$ cat src/rtl/uart2pwm_pkg.sv
// Shared constants and parser state encoding for the uart2pwm_multi PWM bank.
package uart2pwm_pkg;
  localparam int CMD_WR_BIT   = 7;
  localparam int CMD_IDX_MSB  = 6;
  localparam int CMD_IDX_LSB  = 0;
  localparam int TIMEOUT_MULT = 20;

  typedef enum logic [1:0] {
    PS_IDLE      = 2'd0,
    PS_WAIT_DATA = 2'd1,
    PS_EXEC      = 2'd2
  } parse_state_t;
endpackage

$ cat src/rtl/uart2pwm_uart.sv
// 8N1 UART: rx synchroniser and byte receiver, plus reply serialiser.
// The serialiser exists only when UART2PWM_READBACK_EN is defined; otherwise tx idles high.
module uart2pwm_uart
  import uart2pwm_pkg::*;
#(
  parameter int CLK_DIV = 434
) (
  input  logic       clk,
  input  logic       rst,
  input  logic       rx,
  output logic [7:0] rx_data,
  output logic       rx_valid,
  input  logic       tx_start,
  input  logic [7:0] tx_data,
  output logic       tx
);
  localparam int            CW        = $clog2(CLK_DIV);
  localparam logic [CW-1:0] BIT_LAST  = CW'(CLK_DIV - 1);
  localparam logic [CW-1:0] HALF_LAST = CW'(CLK_DIV / 2 - 1);

  localparam logic [1:0] RX_IDLE  = 2'd0;
  localparam logic [1:0] RX_START = 2'd1;
  localparam logic [1:0] RX_DATA  = 2'd2;
  localparam logic [1:0] RX_STOP  = 2'd3;

  logic          rx_s1, rx_s2, rx_prev;
  logic [1:0]    rx_state;
  logic [CW-1:0] rx_cnt;
  logic [2:0]    rx_bit;
  logic [7:0]    rx_sh;

  always_ff @(posedge clk or posedge rst) begin
    if (rst) begin
      rx_s1    <= 1'b1;
      rx_s2    <= 1'b1;
      rx_prev  <= 1'b1;
      rx_state <= RX_IDLE;
      rx_cnt   <= '0;
      rx_bit   <= '0;
      rx_sh    <= '0;
      rx_data  <= '0;
      rx_valid <= 1'b0;
    end else begin
      rx_s1    <= rx;
      rx_s2    <= rx_s1;
      rx_prev  <= rx_s2;
      rx_valid <= 1'b0;
      case (rx_state)
        RX_IDLE: begin
          if (rx_prev && !rx_s2) begin
            rx_state <= RX_START;
            rx_cnt   <= '0;
          end
        end
        // Half a bit after the edge: a high line here was a glitch, not a start bit.
        RX_START: begin
          if (rx_cnt == HALF_LAST) begin
            rx_cnt   <= '0;
            rx_bit   <= '0;
            rx_state <= rx_s2 ? RX_IDLE : RX_DATA;
          end else begin
            rx_cnt <= rx_cnt + 1'b1;
          end
        end
        RX_DATA: begin
          if (rx_cnt == BIT_LAST) begin
            rx_cnt <= '0;
            rx_sh  <= {rx_s2, rx_sh[7:1]};
            rx_bit <= rx_bit + 1'b1;
            if (rx_bit == 3'd7) rx_state <= RX_STOP;
          end else begin
            rx_cnt <= rx_cnt + 1'b1;
          end
        end
        default: begin
          if (rx_cnt == BIT_LAST) begin
            rx_state <= RX_IDLE;
            if (rx_s2) begin
              rx_data  <= rx_sh;
              rx_valid <= 1'b1;
            end
          end else begin
            rx_cnt <= rx_cnt + 1'b1;
          end
        end
      endcase
    end
  end

`ifdef UART2PWM_READBACK_EN
  logic [CW-1:0] tx_cnt;
  logic [3:0]    tx_left;
  logic [7:0]    tx_sh;
  logic          tx_busy;

  // A start request while busy is dropped rather than queued.
  always_ff @(posedge clk or posedge rst) begin
    if (rst) begin
      tx      <= 1'b1;
      tx_busy <= 1'b0;
      tx_cnt  <= '0;
      tx_left <= '0;
      tx_sh   <= '0;
    end else if (!tx_busy) begin
      if (tx_start) begin
        tx      <= 1'b0;
        tx_sh   <= tx_data;
        tx_left <= 4'd9;
        tx_cnt  <= '0;
        tx_busy <= 1'b1;
      end
    end else if (tx_cnt == BIT_LAST) begin
      tx_cnt <= '0;
      if (tx_left == 4'd0) begin
        tx_busy <= 1'b0;
      end else begin
        tx      <= (tx_left == 4'd1) ? 1'b1 : tx_sh[0];
        tx_sh   <= {1'b0, tx_sh[7:1]};
        tx_left <= tx_left - 1'b1;
      end
    end else begin
      tx_cnt <= tx_cnt + 1'b1;
    end
  end
`else
  logic unused_tx;
  assign unused_tx = ^{tx_start, tx_data};
  assign tx        = 1'b1;
`endif
endmodule

$ cat src/rtl/uart2pwm_multi.sv
// UART-controlled PWM bank: command parser, shadow/active duty registers, shared counter.
// Readback replies on tx are built only when UART2PWM_READBACK_EN is defined.
module uart2pwm_multi
  import uart2pwm_pkg::*;
#(
  parameter int CHANNELS = 8,
  parameter int PWM_BITS = 8,
  parameter int CLK_DIV  = 434
) (
  input  logic                clk,
  input  logic                rst,
  input  logic                rx,
  output logic [CHANNELS-1:0] pwm,
  output logic                tx
);
  localparam int                  TO_LAST  = TIMEOUT_MULT * CLK_DIV - 1;
  localparam int                  TW       = $clog2(TIMEOUT_MULT * CLK_DIV);
  localparam logic [PWM_BITS-1:0] CNT_LAST = PWM_BITS'((1 << PWM_BITS) - 2);

  logic [7:0]          rx_data, tx_data;
  logic                rx_valid, tx_start;
  parse_state_t        state;
  logic [7:0]          cmd_q;
  logic [PWM_BITS-1:0] data_q;
  logic [TW-1:0]       to_cnt;
  logic [PWM_BITS-1:0] shadow [CHANNELS];
  logic [PWM_BITS-1:0] active [CHANNELS];
  logic [PWM_BITS-1:0] cnt;
  logic [PWM_BITS-1:0] rd_duty;
  logic [6:0]          idx;
  logic                is_wr, idx_ok, wrap;

  uart2pwm_uart #(.CLK_DIV(CLK_DIV)) u_uart (
    .clk      (clk),
    .rst      (rst),
    .rx       (rx),
    .rx_data  (rx_data),
    .rx_valid (rx_valid),
    .tx_start (tx_start),
    .tx_data  (tx_data),
    .tx       (tx)
  );

  assign idx    = cmd_q[CMD_IDX_MSB:CMD_IDX_LSB];
  assign is_wr  = cmd_q[CMD_WR_BIT];
  assign idx_ok = int'(idx) < CHANNELS;
  assign wrap   = (cnt == CNT_LAST);

  always_comb begin
    rd_duty = '0;
    for (int i = 0; i < CHANNELS; i++)
      if (idx == 7'(i)) rd_duty = shadow[i];
  end

  assign tx_start = (state == PS_EXEC) && idx_ok;
  assign tx_data  = is_wr ? 8'(data_q) : 8'(rd_duty);

  always_ff @(posedge clk or posedge rst) begin
    if (rst) begin
      state  <= PS_IDLE;
      cmd_q  <= '0;
      data_q <= '0;
      to_cnt <= '0;
    end else begin
      case (state)
        PS_IDLE: begin
          if (rx_valid) begin
            cmd_q  <= rx_data;
            to_cnt <= '0;
            state  <= rx_data[CMD_WR_BIT] ? PS_WAIT_DATA : PS_EXEC;
          end
        end
        // A stalled WRITE is abandoned so a lost data byte cannot pair with the next command.
        PS_WAIT_DATA: begin
          if (rx_valid) begin
            data_q <= rx_data[PWM_BITS-1:0];
            state  <= PS_EXEC;
          end else if (to_cnt == TW'(TO_LAST)) begin
            state <= PS_IDLE;
          end else begin
            to_cnt <= to_cnt + 1'b1;
          end
        end
        default: state <= PS_IDLE;
      endcase
    end
  end

  // Active duties change only at the wrap, so a period never sees two duty values.
  always_ff @(posedge clk or posedge rst) begin
    if (rst) begin
      cnt <= '0;
      pwm <= '0;
      for (int i = 0; i < CHANNELS; i++) begin
        shadow[i] <= '0;
        active[i] <= '0;
      end
    end else begin
      cnt <= wrap ? '0 : cnt + 1'b1;
      for (int i = 0; i < CHANNELS; i++) begin
        if (wrap) active[i] <= shadow[i];
        if (state == PS_EXEC && is_wr && idx == 7'(i)) shadow[i] <= data_q;
        pwm[i] <= (cnt < active[i]);
      end
    end
  end
endmodule

$ cat config.mk
export PLATFORM = sky130hd
export DESIGN_NAME = uart2pwm_multi
export DESIGN_NICKNAME = d
export VERILOG_FILES = /design/src/rtl/uart2pwm_pkg.sv /design/src/rtl/uart2pwm_uart.sv /design/src/rtl/uart2pwm_multi.sv
export SDC_FILE = /design/constraint.sdc
export NUM_CORES = 1
export LEC_CHECK = 0
export BUFFER_PORTS_ARGS = -buffer_cell sky130_fd_sc_hd__buf_2
export CORE_MARGIN = 2
export CORE_UTILIZATION = 50
export CTS_BUF_LIST = sky130_fd_sc_hd__clkbuf_8
export DETAILED_ROUTE_END_ITERATION = 16
export GPL_ROUTABILITY_DRIVEN = 0
export PLACE_DENSITY_LB_ADDON = 0.3
export SLEW_MARGIN = 40
export SYNTH_ARGS = -nofsm -noshare
export SYNTH_HDL_FRONTEND = slang
export SYNTH_SLANG_ARGS = --single-unit
$ cat constraint.sdc
create_clock -name clk -period 8.7 [get_ports clk]
set_input_delay 0.87 -clock clk [delete_from_list [all_inputs] [get_ports clk]]
set_output_delay 0.87 -clock clk [all_outputs]
set_load 0.02 [all_outputs]
Yosys cells after proc, flatten, opt, wreduce, memory -nomap -nowiden
Index checks and enable logic that the tools add are counted.

operators by class
  muxes and demuxes = 28
  add/subtract/negate cells = 4
  equality and inequality tests = 25
  reductions and logical operators = 27
  magnitude comparators = 8
  bitwise logic cells = 1

operator list
  cell                     count
  $lt A8 B8 Y1             8
  $mux W14                 3
  $mux W9                  4
  $eq A7 B3 Y1 const B     4
  $pmux W14 S2             1
  $pmux W9 S3              1
  $mux W2                  10
  $add A14 B1 Y14 const B  1
  $eq A14 B14 Y1 const B   1
  $eq A7 B2 Y1 const B     2
  $logic_and A1 B1 Y1      10
  $ne A2 B1 Y1 const B     5
  $reduce_and A2 Y1        5
  $add A9 B1 Y9 const B    1
  $eq A9 B8 Y1 const B     1
  $eq A9 B9 Y1 const B     1
  $add A8 B1 Y8 const B    1
  $eq A8 B8 Y1 const B     1
  $mux W8                  1
  $eq A7 B1 Y1 const B     1
  $logic_not A7 Y1         1
  $mux W3                  2
  $pmux W2 S3              1
  $pmux W3 S2              1
  other kinds (18)         26

word-level totals
  logic and storage cells = 124
  output and inout bits = 9
  flip-flop bits (word level) = 210

Longest topological paths before layout
  depth after elaboration = 4
  mapped depth = 9
  mapped depth without buffers = 6

By module
Synthesis repeated with hierarchy kept, for this count alone.

unflattened totals
  cells, all modules = 880
  area total of the unflattened synthesis = 10606.4 µm²

modules (own cells, without submodules)
  module          times used  seq. area each (µm²)  area each (µm²)  cells each
  uart2pwm_multi  1           4404.2                8916.1           734
  uart2pwm_uart   1           854.6                 1690.4           146

Worst setup path after synthesis
OpenSTA, ideal clock, no wires.

  kind = flip-flop to flip-flop
  start = reg cnt[0]
  end = reg active[60] in the netlist's numbering
  stages on the path, launching flop included = 9
  period minus slack after synthesis = 1830 ps
  library setup time = 133 ps
  data required time = 8567 ps
  arrival time = 1697 ps
  slack = 6870 ps
  buffers on the path = 3
  cell sequence = dfrtp_1 -> clkbuf_1 -> inv_1 -> ha_1 -> nand2_1 -> nor3_1 -> clkbuf_1 -> clkbuf_1 -> o21ai_0

on the way
  cells in the longest elaborated chain, start to end = 1

ends and longest elaborated chain
  what                           line                   source
  start, declared                uart2pwm_multi.sv:28   logic [PWM_BITS-1:0] cnt;
  start signal, assigned         uart2pwm_multi.sv:99   cnt <= wrap ? '0 : cnt + 1'b1;
  $eq A8 B8 Y1                   uart2pwm_multi.sv:47   assign wrap = (cnt == CNT_LAST);
  end signal, assigned by index  uart2pwm_multi.sv:101  if (wrap) active[i] <= shadow[i];
  end, declared                  uart2pwm_multi.sv:27   logic [PWM_BITS-1:0] active [CHANNELS];

Every way passes these cells.
A chain may end at the register's enable or synchronous reset.

Worst setup path after layout
  start = reg cnt[5]
  end = reg active[0] in the netlist's numbering

Same word-level chain as after synthesis.

==> results.txt <==
----------------------------------------------------
[Setup path]
  Critical Path Start Type ... flip-flop
  Buffers and inverters on the worst path ... 1
  Capture point of the critical path ... active[0]
  Setup slack on the worst flop-to-flop path ... 6290 ps
  Worst reg-to-reg path cell count ... 4
  Cells along the critical path ... nand3_1 > nor3_2 > buf_6 > mux2_2
  Crit path arrival time ... 2790 ps
  Slowest Stage Delay on Critical Path ... 730 ps
  Stages on the worst setup path ... 4
  Max Fanout on Critical Path ... 99
  Crit Path Category ... reg2reg
  Top Family by Delay on Critical Path ... flip-flops
  RR Startpoint ... cnt[5]
  Capturing point of the worst reg2reg path ... active[0]
  Worst setup path startpoint ... cnt[5]
  Kind of end point of the critical path ... flip-flop
  Cell type of the slowest stage on the worst timing path ... dfrtp_1
  Required arrival time at the worst endpoint ... 9080 ps

[Final layout]
  Area growth from synthesis to layout ... 9.88%
  Number of nets at the end of the flow ... 933
  Ant diodes ... 0
  Ratio of cells with drive above 1 in the final layout ... 18.7%
  Fin area ... 10600 um2

[Clock network]
  Root buffer cell ... clkbuf_8
  Clock-pin slew reported for the worst setup and hold paths after clock tree synthesis ... 60 ps
  H-tree lvl count ... 2
  CTS max path bufs ... 3
  Count of clock tree sinks ... 210
  Clock tree from TritonCTS ... built
  CTS Buf Count ... 35
  Post-CTS setup buffer count ... 0
  Clock Latency Late Sink ... 500 ps
  Hold_buf cts ... 0
  Post-cts sizing count ... 0

[GRT]
  Number of global-route vias before repair ... 6144
  Wire length of the first global-routing pass ... 31600 um
  Congestion Overflow GR ... 0
  Number of antenna violations at the first check in global routing ... 0
  Total global routing track utilization ... 19.5%
  Pin count of the biggest net entering global routing ... 133

[Power]
  Part of the total power dissipated in sequential elements ... 54.0%
  Internal Power ... 1.44 mW
  Clock network fraction of total power ... 41.9%
  Net Sw Frac ... 23.2%
  P_sw ... 436 uW
  Static power due to leakage ... 4.99 nW
  Pwr dens ... 176 nW/um2
  Proportion of power drawn by combinational gates ... 4.1%
  Maximum vdd ir drop ... 0.120 mV

[Floorplan]
  Effective utilization at floorplan ... 51.5%
  Placeable core area ... 18800 um2
  Top Ports ... 12
  DIE AREA ... 20500 um2
  Die boundary height ... 143 um
  Overall die width ... 143 um
  Rows ... 50

[STA]
  Number of hold violations in the final report ... 0
  Slew Viols, Final ... 0
  Transition time of the tightest slew-check pin ... 685 ps
  Final TNS setup ... 0 ps
  Final critical-path required period ... 2410 ps
  FMAX ... 0.415 GHz
  Fraction of the cycle the final worst path needs ... 27.7%
  Setup repair after global routing missed its margin ... false
  Number of endpoints failing setup at the final stage ... 0
  Worst clock skew ... 7.78 ps
  Headroom to the max-slew limit ... 54.3%

[Synthesis]
  Mapped Cells ... 842
  Netlist cell types ... 56
  Post-synth EDFFs ... 0
  Syn_nets ... 909
  Number of warnings issued by yosys ... 0
  Netlist area before placement ... 9690 um2
  Sequential fraction of the synthesis area ... 54.3%
  Fraction of registers with async set/reset ... 100%
  Post-synthesis sequential element count ... 210
  Primary FF master, synth ... dfrtp_1
  Average instance area after synthesis ... 11.5 um2

[Routing]
  Antenna violation net count after detailed routing ... 0
  Total routed wirelength ... 18800 um
  Initial detailed-routing violation count ... 263
  Average detailed-routed wire length per instance ... 16.4 um
  Total iterations of the first detailed-routing run ... 5
  Overall via count from detail_route ... 6286
  Detail-routed via count per cell ... 5.50
  Post-route DRC ... 0

[Placed design]
  Cell Area, Placed ... 10000 um2
  Estimated wirelength of the detail-placed design ... 11600 um
  Quantity of I/O buffers inserted on ports ... 10

[Hold path]
  Worst hold path class ... reg2reg

[Flow run]
  Max-Cap Viols ... 0

[Run status]
  Outcome ... finished clean

----------------------------------------------------
-- cell type report --
type	instances	area, um2
fill	1609	8180
sequential	210	5260
multi-input combinational	538	4100
clock buffer	41	564
tap	260	325
inverter	67	264
timing repair buffer	14	87.6
clock inverter	13	51.3
-- how the worst min path moves through the flow --
stage	from	cells after the start	end	slack [ps]
floorplan	u_uart.rx_s1	0	u_uart.rx_s2	350
global placement	u_uart.rx_s1	0	u_uart.rx_s2	350
detailed placement	u_uart.rx_s1	0	u_uart.rx_s2	350
CTS	u_uart.rx_s1	0	u_uart.rx_s2	360
global route	u_uart.rx_s1	0	u_uart.rx_s2	360
finish	u_uart.rx_s1	0	u_uart.rx_s2	360
-- stage by stage --
step	std cells	utilization [%]	power [mW]	worst slack, ps	hold slack [ps]
CTS	1143	56.5	1.91	6140	359
global placement	1089	53.1	1.11	5980	349
finish	1143	56.5	1.88	6290	358
floorplan	842	-	1.09	2100	345
detailed placement	1089	53.2	1.11	6150	347
global route	1143	56.5	1.97	6120	363
-- Yosys cell counts (9+ instances only) --
cell / n / share of area, %
a21oi_1: 14 / 0.72
inv_1: 67 / 2.6
nand2_1: 81 / 3.1
clkbuf_1: 22 / 0.85
mux2_2: 96 / 11
dfrtp_1: 207 / 53
nand3_1: 16 / 0.83
a211oi_1: 9 / 0.70
ha_1: 64 / 8.3
nor2_1: 23 / 0.89
mux2_1: 10 / 1.2
o21ai_0: 83 / 4.3
nand2b_1: 11 / 0.71
nor3_1: 11 / 0.57
o21a_1: 12 / 0.93
-- registers in the layout (all words and copies together), names as in the netlist, 3 cells and up --
register        flops
u_uart.rx_bit       3
u_uart.rx_sh        8
cmd_q               8
u_uart.rx_data      8
pwm                 8
shadow             64
active             64
data_q              8
u_uart.rx_cnt       9
cnt                 8
to_cnt             14
-- layout by cell type (no fill, tap or decap), types with 11 or more instances in the layout --
cell,instances
nand2b_1,11
ha_1,64
o21a_1,12
o21ai_0,83
nand2_1,81
inv_1,77
dfrtp_1,207
nand3_1,16
clkbuf_8,41
nor2_1,23
mux2_2,96
a21oi_1,14
-- power by group through the flow --
stage / registers (mW) / logic (mW) / clock network, mW
finish: 1.01 / 0.0768 / 0.787
global route: 1.02 / 0.0907 / 0.861
CTS: 1.01 / 0.0789 / 0.814
detailed placement: 1.03 / 0.0789 / 0
global placement: 1.03 / 0.0762 / 0
floorplan: 1.03 / 0.0618 / 0
-- cell families (layout without fill, tap and decap cells) --
logic type	count (synthesis)	after routing	synth area share, %
flip-flops	210	210	54.3
AND/OR/NAND/NOR	185	185	9.52
AO/OA/AOI/OAI	172	172	10.9
multiplexers	107	107	12.4
buffers and inverters	94	135	3.73
adder cells (fa/ha/maj)	64	64	8.26
XOR/XNOR	9	9	0.814
other	1	1	0.0387
-- worst reg2reg max path: stages (launching register included) --
cell and delay, ps:
dfrtp_1 730, nand3_1 280, nor3_2 290, buf_6 550
mux2_2 440
-- per-layer routing --
layer | GRT usage (%) | vias up | wire length [um]
met5 | 0 | - | 0
met4 | 5.99 | 0 | 371
met3 | 3.99 | 36 | 615
met2 | 29.1 | 82 | 8360
met1 | 28.8 | 3133 | 9410
li1 | - | 3035 | -
No activity file was read; power rests on OpenSTA's default activity.
